File: config.mk
export PLATFORM = sky130hd
export DESIGN_NAME = router_fifo_flat
export DESIGN_NICKNAME = d
export VERILOG_FILES = /design/src/rtl/router_fifo_if.sv /design/src/rtl/router_fifo.sv /design/src/flat_wrapper.sv
export SDC_FILE = /design/constraint.sdc
export NUM_CORES = 1
export LEC_CHECK = 0
export BUFFER_PORTS_ARGS = -buffer_cell sky130_fd_sc_hd__buf_2
export CORE_UTILIZATION = 25
export DETAILED_ROUTE_END_ITERATION = 8
export HOLD_SLACK_MARGIN = 0.12
export PLACE_DENSITY_LB_ADDON = 0.2
export SYNTH_ARGS = -nofsm -noshare
export SYNTH_HDL_FRONTEND = slang
export SYNTH_SLANG_ARGS = --single-unit
File: constraint.sdc
create_clock -name clock -period 4.92 [get_ports clock]
set_input_delay 0 -clock clock [delete_from_list [all_inputs] [get_ports clock]]
set_output_delay 0 -clock clock [all_outputs]
set_load 0.1 [all_outputs]
File: src/rtl/router_fifo_if.sv
// Bus between the synchronizer/client side and one router_fifo instance.
// The master drives the write/read requests and the write data. The slave,
// which is the FIFO, returns read data and its status flags.
interface router_fifo_if #(
    parameter int DWIDTH = 8
);
    logic              write_enb;
    logic              read_enb;
    logic              lfd_state;
    logic [DWIDTH-1:0] data_in;
    logic [DWIDTH-1:0] data_out;
    logic              full;
    logic              empty;
    logic              rd_busy;

    modport master (
        output write_enb, read_enb, lfd_state, data_in,
        input  data_out, full, empty, rd_busy
    );

    modport slave (
        input  write_enb, read_enb, lfd_state, data_in,
        output data_out, full, empty, rd_busy
    );
endinterface

File: src/rtl/router_fifo.sv
// Per-destination packet buffer of the router.
// Each word holds the header flag (lfd) above the data byte. When a header
// word is read, a packet counter is loaded from the header. rd_busy stays
// high until the parity byte of that packet has been read out.
module router_fifo #(
    parameter int DEPTH  = 16,
    parameter int DWIDTH = 8
) (
    input  logic           clock,
    input  logic           resetn,
    input  logic           soft_reset,
    router_fifo_if.slave   bus
);
    localparam int AW = $clog2(DEPTH);
    localparam logic [AW:0] PTR_ONE = (AW+1)'(1);

    logic [DWIDTH:0]   mem [DEPTH];
    logic [AW:0]       wr_ptr;
    logic [AW:0]       rd_ptr;
    logic [6:0]        pkt_cnt;
    logic [DWIDTH-1:0] data_out_q;

    logic              full;
    logic              empty;
    logic              wr_accept;
    logic              rd_accept;
    logic [DWIDTH:0]   rd_word;
    logic [6:0]        header_cnt;

    // Status decode from the registered pointers; the MSB acts as the wrap bit.
    always_comb begin
        empty      = (wr_ptr == rd_ptr);
        full       = (wr_ptr[AW-1:0] == rd_ptr[AW-1:0]) && (wr_ptr[AW] != rd_ptr[AW]);
        wr_accept  = bus.write_enb && !full;
        rd_accept  = bus.read_enb && !empty;
        rd_word    = mem[rd_ptr[AW-1:0]];
        header_cnt = {1'b0, rd_word[7:2]} + 7'd1;
    end

    // Storage array: the hard reset clears it, but soft reset leaves the contents in place.
    always_ff @(posedge clock or negedge resetn) begin
        if (!resetn) begin
            for (int i = 0; i < DEPTH; i++) begin
                mem[i] <= '0;
            end
        end else if (!soft_reset && wr_accept) begin
            mem[wr_ptr[AW-1:0]] <= {bus.lfd_state, bus.data_in};
        end
    end

    // Pointer update: both pointers wrap modulo 2*DEPTH, and a flush returns them to zero.
    always_ff @(posedge clock or negedge resetn) begin
        if (!resetn) begin
            wr_ptr <= '0;
            rd_ptr <= '0;
        end else if (soft_reset) begin
            wr_ptr <= '0;
            rd_ptr <= '0;
        end else begin
            if (wr_accept) begin
                wr_ptr <= wr_ptr + PTR_ONE;
            end
            if (rd_accept) begin
                rd_ptr <= rd_ptr + PTR_ONE;
            end
        end
    end

    // Read data register and packet counter. A header loads the remaining length (payload + parity);
    // each later byte counts down, and the counter saturates at zero.
    always_ff @(posedge clock or negedge resetn) begin
        if (!resetn) begin
            data_out_q <= '0;
            pkt_cnt    <= '0;
        end else if (soft_reset) begin
            data_out_q <= '0;
            pkt_cnt    <= '0;
        end else if (rd_accept) begin
            data_out_q <= rd_word[DWIDTH-1:0];
            if (rd_word[DWIDTH]) begin
                pkt_cnt <= header_cnt;
            end else if (pkt_cnt != 7'd0) begin
                pkt_cnt <= pkt_cnt - 7'd1;
            end
        end
    end

    assign bus.data_out = data_out_q;
    assign bus.full     = full;
    assign bus.empty    = empty;
    assign bus.rd_busy  = (pkt_cnt != 7'd0);
endmodule

File: src/flat_wrapper.sv
// flat-port wrapper written by rule: the top's interface ports become plain ports
module router_fifo_flat 
#(
    parameter int DEPTH  = 16,
    parameter int DWIDTH = 8
)
  (clock, resetn, soft_reset, bus_write_enb, bus_read_enb, bus_lfd_state, bus_data_in, bus_data_out, bus_full, bus_empty, bus_rd_busy);
  router_fifo_if #(.DWIDTH(DWIDTH)) bus_i ();
  input  logic clock;
  input  logic resetn;
  input  logic soft_reset;
  input wire logic [$bits(bus_i.write_enb)-1:0] bus_write_enb;
  input wire logic [$bits(bus_i.read_enb)-1:0] bus_read_enb;
  input wire logic [$bits(bus_i.lfd_state)-1:0] bus_lfd_state;
  input wire logic [$bits(bus_i.data_in)-1:0] bus_data_in;
  output wire logic [$bits(bus_i.data_out)-1:0] bus_data_out;
  output wire logic [$bits(bus_i.full)-1:0] bus_full;
  output wire logic [$bits(bus_i.empty)-1:0] bus_empty;
  output wire logic [$bits(bus_i.rd_busy)-1:0] bus_rd_busy;
  assign bus_i.write_enb = bus_write_enb;
  assign bus_i.read_enb = bus_read_enb;
  assign bus_i.lfd_state = bus_lfd_state;
  assign bus_i.data_in = bus_data_in;
  assign bus_data_out = bus_i.data_out;
  assign bus_full = bus_i.full;
  assign bus_empty = bus_i.empty;
  assign bus_rd_busy = bus_i.rd_busy;
  router_fifo #(.DEPTH(DEPTH), .DWIDTH(DWIDTH)) u_core (.clock(clock), .resetn(resetn), .soft_reset(soft_reset), .bus(bus_i));
endmodule
# After elaboration in Yosys (flattened, before gate mapping)
# Cells that the tools add are included.
# W data, S select, Z words.
[word_totals]
regBits = 169
latch_bits = 0
ramBits = 0
romBits = 0
in_bits = 14
out_inout_bits = 11
wordCells = 61
n_memories = 0
[op_classes]
n_addsub = 4
n_mul = 0
n_div = 0
magnitude_cmp = 3
n_eq_ne = 3
shifts = 0
n_mux = 16
n_bitwise = 2
n_reduce_logical = 13
[op_table]
columns = ["op", "n"]
rows = [
  ["$bwmux W144", 1],
  ["$bmux W9 S4", 1],
  ["$demux W9 S4", 1],
  ["$mux W7", 4],
  ["$mux W9", 3],
  ["$mux W5", 4],
  ["$mux W8", 2],
  ["$add A5 B1 Y5 const B", 2],
  ["$ge A5 B5 Y1 const B", 2],
  ["$not A4 Y5", 2],
  ["$add A6 B1 Y7 const B", 1],
  ["$reduce_bool A7 Y1", 1],
  ["$sub A7 B1 Y7 const B", 1],
  ["$eq A5 B5 Y1", 1],
  ["$logic_and A1 B1 Y1", 5],
  ["$lt A5 B1 Y1 const B", 1],
  ["$eq A4 B4 Y1", 1],
  ["$reduce_bool A2 Y1", 2],
  ["$logic_not A1 Y1", 3],
  ["$reduce_bool A3 Y1", 1],
  ["$reduce_and A2 Y1", 1],
  ["$ne A1 B1 Y1", 1],
]

# Depth between registers and ports, before layout
[logic_depth]
ltp_word = 8
depth_mapped = 10
ltp_nobuf = 8

# Least setup slack after synthesis
# No wires, ideal clock.
[synth_path]
path_type = "register to register"
startpoint = "reg u_core.rd_ptr[0]"
endpoint = "reg u_core.pkt_cnt[2]"
setup_time_ns = 0.136
t_arrival_ns = 2.371
t_required_ns = 4.784
setup_slack_ns = 2.413
path_stages_with_launch = 11
n_path_buf = 3
period_less_slack_ns = 2.507
cell_sequence = "dfrtp_1 > buf_6 > buf_6 > buf_6 > mux4_2 > a22oi_1 > nand3_1 > ha_1 > xor2_1 > a32oi_1 > a21oi_1"
[synth_via]
elab_chain_cells = 8
word_cells_on_any_way = 14
cone_classes = "add/sub (1); eq/ne (1); mux (6); bitwise (1); reduce/logical (5)"
[synth_lines]
columns = ["item", "line_no", "rtl"]
rows = [
  ["start, declared", "router_fifo.sv:19", "logic [AW:0] rd_ptr;"],
  ["start signal, assigned", "router_fifo.sv:64", "rd_ptr <= rd_ptr + PTR_ONE;"],
  ["$not A4 Y5 (implied by the code)", "router_fifo.sv:36", "rd_word = mem[rd_ptr[AW-1:0]];"],
  ["$bmux W9 S4", "router_fifo.sv:36", ""],
  ["$mux W9 (implied by the code) (2 in a row)", "router_fifo.sv:36", ""],
  ["$add A6 B1 Y7", "router_fifo.sv:37", "header_cnt = {1'b0, rd_word[7:2]} + 7'd1;"],
  ["$mux W7", "router_fifo.sv:80", "if (rd_word[DWIDTH]) begin"],
  ["$mux W7", "router_fifo.sv:78", "end else if (rd_accept) begin"],
  ["$mux W7", "router_fifo.sv:75", "end else if (soft_reset) begin"],
  ["end signal, assigned", "router_fifo.sv:81", "pkt_cnt <= header_cnt;"],
  ["end signal, assigned", "router_fifo.sv:83", "pkt_cnt <= pkt_cnt - 7'd1;"],
  ["end, declared", "router_fifo.sv:20", "logic [6:0] pkt_cnt;"],
]
# Several ways; a longest one is shown, not always the timed one. The select of a mux whose other input is x is not followed.
# A chain may end at the register's enable or synchronous reset.

# Worst setup path after layout
[layout_path]
startpoint = "reg u_core.rd_ptr[3]"
endpoint = "reg u_core.mem[119] (netlist name)"
[layout_via]
elab_chain_cells = 5
[layout_lines]
columns = ["item", "line_no", "rtl"]
rows = [
  ["$eq A4 B4 Y1", "router_fifo.sv:33", "full = (wr_ptr[AW-1:0] == rd_ptr[AW-1:0]) && (wr_ptr[AW] != rd_ptr[AW]);"],
  ["$logic_and A1 B1 Y1", "router_fifo.sv:33", ""],
  ["$logic_not A1 Y1", "router_fifo.sv:34", "wr_accept = bus.write_enb && !full;"],
  ["$logic_and A1 B1 Y1", "router_fifo.sv:34", ""],
  ["$logic_and A1 B1 Y1", "router_fifo.sv:46", "end else if (!soft_reset && wr_accept) begin"],
  ["end signal, assigned by index", "router_fifo.sv:47", "mem[wr_ptr[AW-1:0]] <= {bus.lfd_state, bus.data_in};"],
  ["end, declared", "router_fifo.sv:17", "logic [DWIDTH:0] mem [DEPTH];"],
]
# No other way between the ends.

==> results.ini <==
[outcome]
outcome = complete, no violations

[route]
antenna_left = 0
drtIter0Drc = 240
drcViolationCount = 0
viasPerCell = 4.623
routedWlPerCell_um = 19.64
num_vias = 4776
firstDrtPassIters = 4
totalWireLength_mm = 20.29

[finish]
n_fill_cell = 3195
final_area_um2 = 9402
final_nets = 606
final_common_cell = dfrtp_1
area_delta_synth_final_pct = 15.56
drive_gt1_share_pct = 43.14
final_cell_mix = dfrtp_1, mux2_2, mux4_2
n_antenna_cell = 0

[setup_path]
path_buf_inv = 1
crit_type = reg2reg
path_cells = xnor2_1 > nand4_1 > o21a_2 > nor2b_2 > buf_4 > nand3_4 > mux2_2
cp.required_ns = 5.23
start_kind = register
cpMaxStageDelayCell = dfrtp_1
cp_max_fo = 12
path_delay_family = simple AND/OR/NAND/NOR gates
slowest_delay_ns = 0.82
end_kind = register
crit_arrival_ns = 3.57

[global_route]
grt_pass1_wl_mm = 31.82
top_usage_layer = met2
use_met1_pct = 17.48
use_met2_pct = 20.93
grt_start_max_net_pins = 103
antenna_found_initial = 0
grtUsageMet3_pct = 2.574
grt_overflow = 0
grtUsageTotal_pct = 13.00
grt_pass1_vias = 5090

[yosys]
avgSynthCellArea_um2 = 14.63
ys.flop_type = dfrtp_1
ys_warn_count = 0
synthArstFlopShare_pct = 100.0
seq_area_frac_synth_pct = 51.98
netlist_instances = 556
synth_area_um2 = 8135
synth_fp_nets = 577
yosysUniqueCellTypes = 42
ys_ff_latch = 169
synth_edf_count = 0

[cts]
cts_tree = done
cts_resized = 0
clock_latency_ns = 0.43
cts_made_buffers = 17
post-cts-setup-buffer-count = 0
path_clk_slew_ns = 0.07
cts-root-buf = clkbuf_16
cts_hold_buf = 14
cts_max_level = 4
clockBufferDepth = 2
cts.sinks = 169

[pwr]
power_leakage_nw = 4.214
peakVddDrop_mv = 0.2842
power_density_nw_per_um2 = 414.0
p_total_w = 0.003892

[sta]
finalSetupViolations = 0
worst_pin_slew_ns = 1.018
max_slew_margin_pct = 32.14
fin_crit_sh_pct = 66.11
hold-worst-slack_ns = 0.2353
fmax_mhz = 307.4
timing.final.crit_period_ns = 3.253
rsz0062_at_grt = no
hold_viol = 0
finalClockSkew_ns = 0.01310
tns_ns = 0
slew_violations = 0

[place]
gp_congestion = 0.7857
portBuffers = 24
placed_cell_area_um2 = 8676
dpl.hpwl_mm = 13.10

[floorplanning]
dieWidth_um = 182.4
dieArea_um2 = 33270
pin_count = 25
rows = 65
initial_utilization_pct = 25.58
die-height_um = 182.4
core_area_um2 = 31800

[hold_path]
hold_class = in2async

[flow_run]
cap_violations = 0

-- layout make-up --
type | instances | area [um^2] | share of cell area (%)
timing repair buffer | 43 | 304.0 | 3.234
clock buffer | 20 | 456.7 | 4.858
multi-input combinational | 348 | 3714 | 39.50
sequential | 169 | 4232 | 45.01
tap | 435 | 544.3 | 5.789
inverter | 6 | 22.52 | 0.2396
clock inverter | 12 | 128.9 | 1.371
-- kinds of logic after synthesis --
kind of cell | after synthesis | synth area share (%)
compound gates | 41 | 3.230
xor+xnor | 18 | 1.938
fa+ha+maj | 7 | 1.077
buf+inv | 39 | 2.399
flops | 169 | 51.98
mux | 189 | 32.14
simple gates | 93 | 7.229
-- power breakdown --
group          switching, W  internal, W
Sequential        0.0000966      0.00152
Combinational      0.000601     0.000343
Clock              0.000596     0.000741
-- state kept, by name (all words and copies together), names as in the netlist --
name,flops
u_core.wr_ptr,5
u_core.rd_ptr,5
u_core.mem,144
u_core.bus.data_out,8
u_core.pkt_cnt,7
-- synth_stat cells, types with 4 or more instances --
cell | instances | area share (%)
o21ai_0 | 4 | 0.25
clkbuf_1 | 19 | 0.88
nand2_1 | 27 | 1.2
nor2b_1 | 5 | 0.38
mux2_2 | 144 | 20
nand3_1 | 5 | 0.31
nand4_1 | 5 | 0.38
a22oi_1 | 8 | 0.74
inv_1 | 6 | 0.28
a21oi_1 | 16 | 0.98
nor2_1 | 23 | 1.1
xor2_1 | 11 | 1.2
nand3_2 | 6 | 0.74
xnor2_1 | 7 | 0.75
mux4_2 | 32 | 8.9
buf_1 | 4 | 0.18
mux2i_1 | 4 | 0.49
nand3_4 | 10 | 2.2
dfrtp_1 | 169 | 52
ha_1 | 7 | 1.1
buf_6 | 5 | 0.69
mux4_1 | 8 | 2.6
-- per-stage QoR --
stage | setup slack [ns] | cells | util, %
after global routing | 1.504 | 1033 | 29.57
after global placement | 1.701 | 987 | 27.28
after detailed placement | 1.620 | 987 | 27.28
after CTS | 1.618 | 1033 | 29.57
final | 1.667 | 1033 | 29.57
after floorplan | 2.413 | 556 | -
-- routing by layer --
metal	wire length (um)	vias to the layer above
met5	0	-
met4	426	0
met3	569	24
met2	9637	93
met1	9655	2538
li1	-	2121
-- final timing paths --
kind,slack [ns],from,cells after the start,end
worst max-delay path,1.67,u_core.rd_ptr[3],7,u_core.mem[119]
worst min-delay path,0.24,resetn,2,u_core.mem[78]
worst max register to register,1.67,u_core.rd_ptr[3],7,u_core.mem[119]
worst min register to register,0.50,u_core.mem[98],1,u_core.mem[98]
max in group asynchronous,3.12,resetn,3,u_core.mem[67]
min in group clock,0.50,u_core.mem[98],1,u_core.mem[98]
Power figures use the tool's default switching activity.
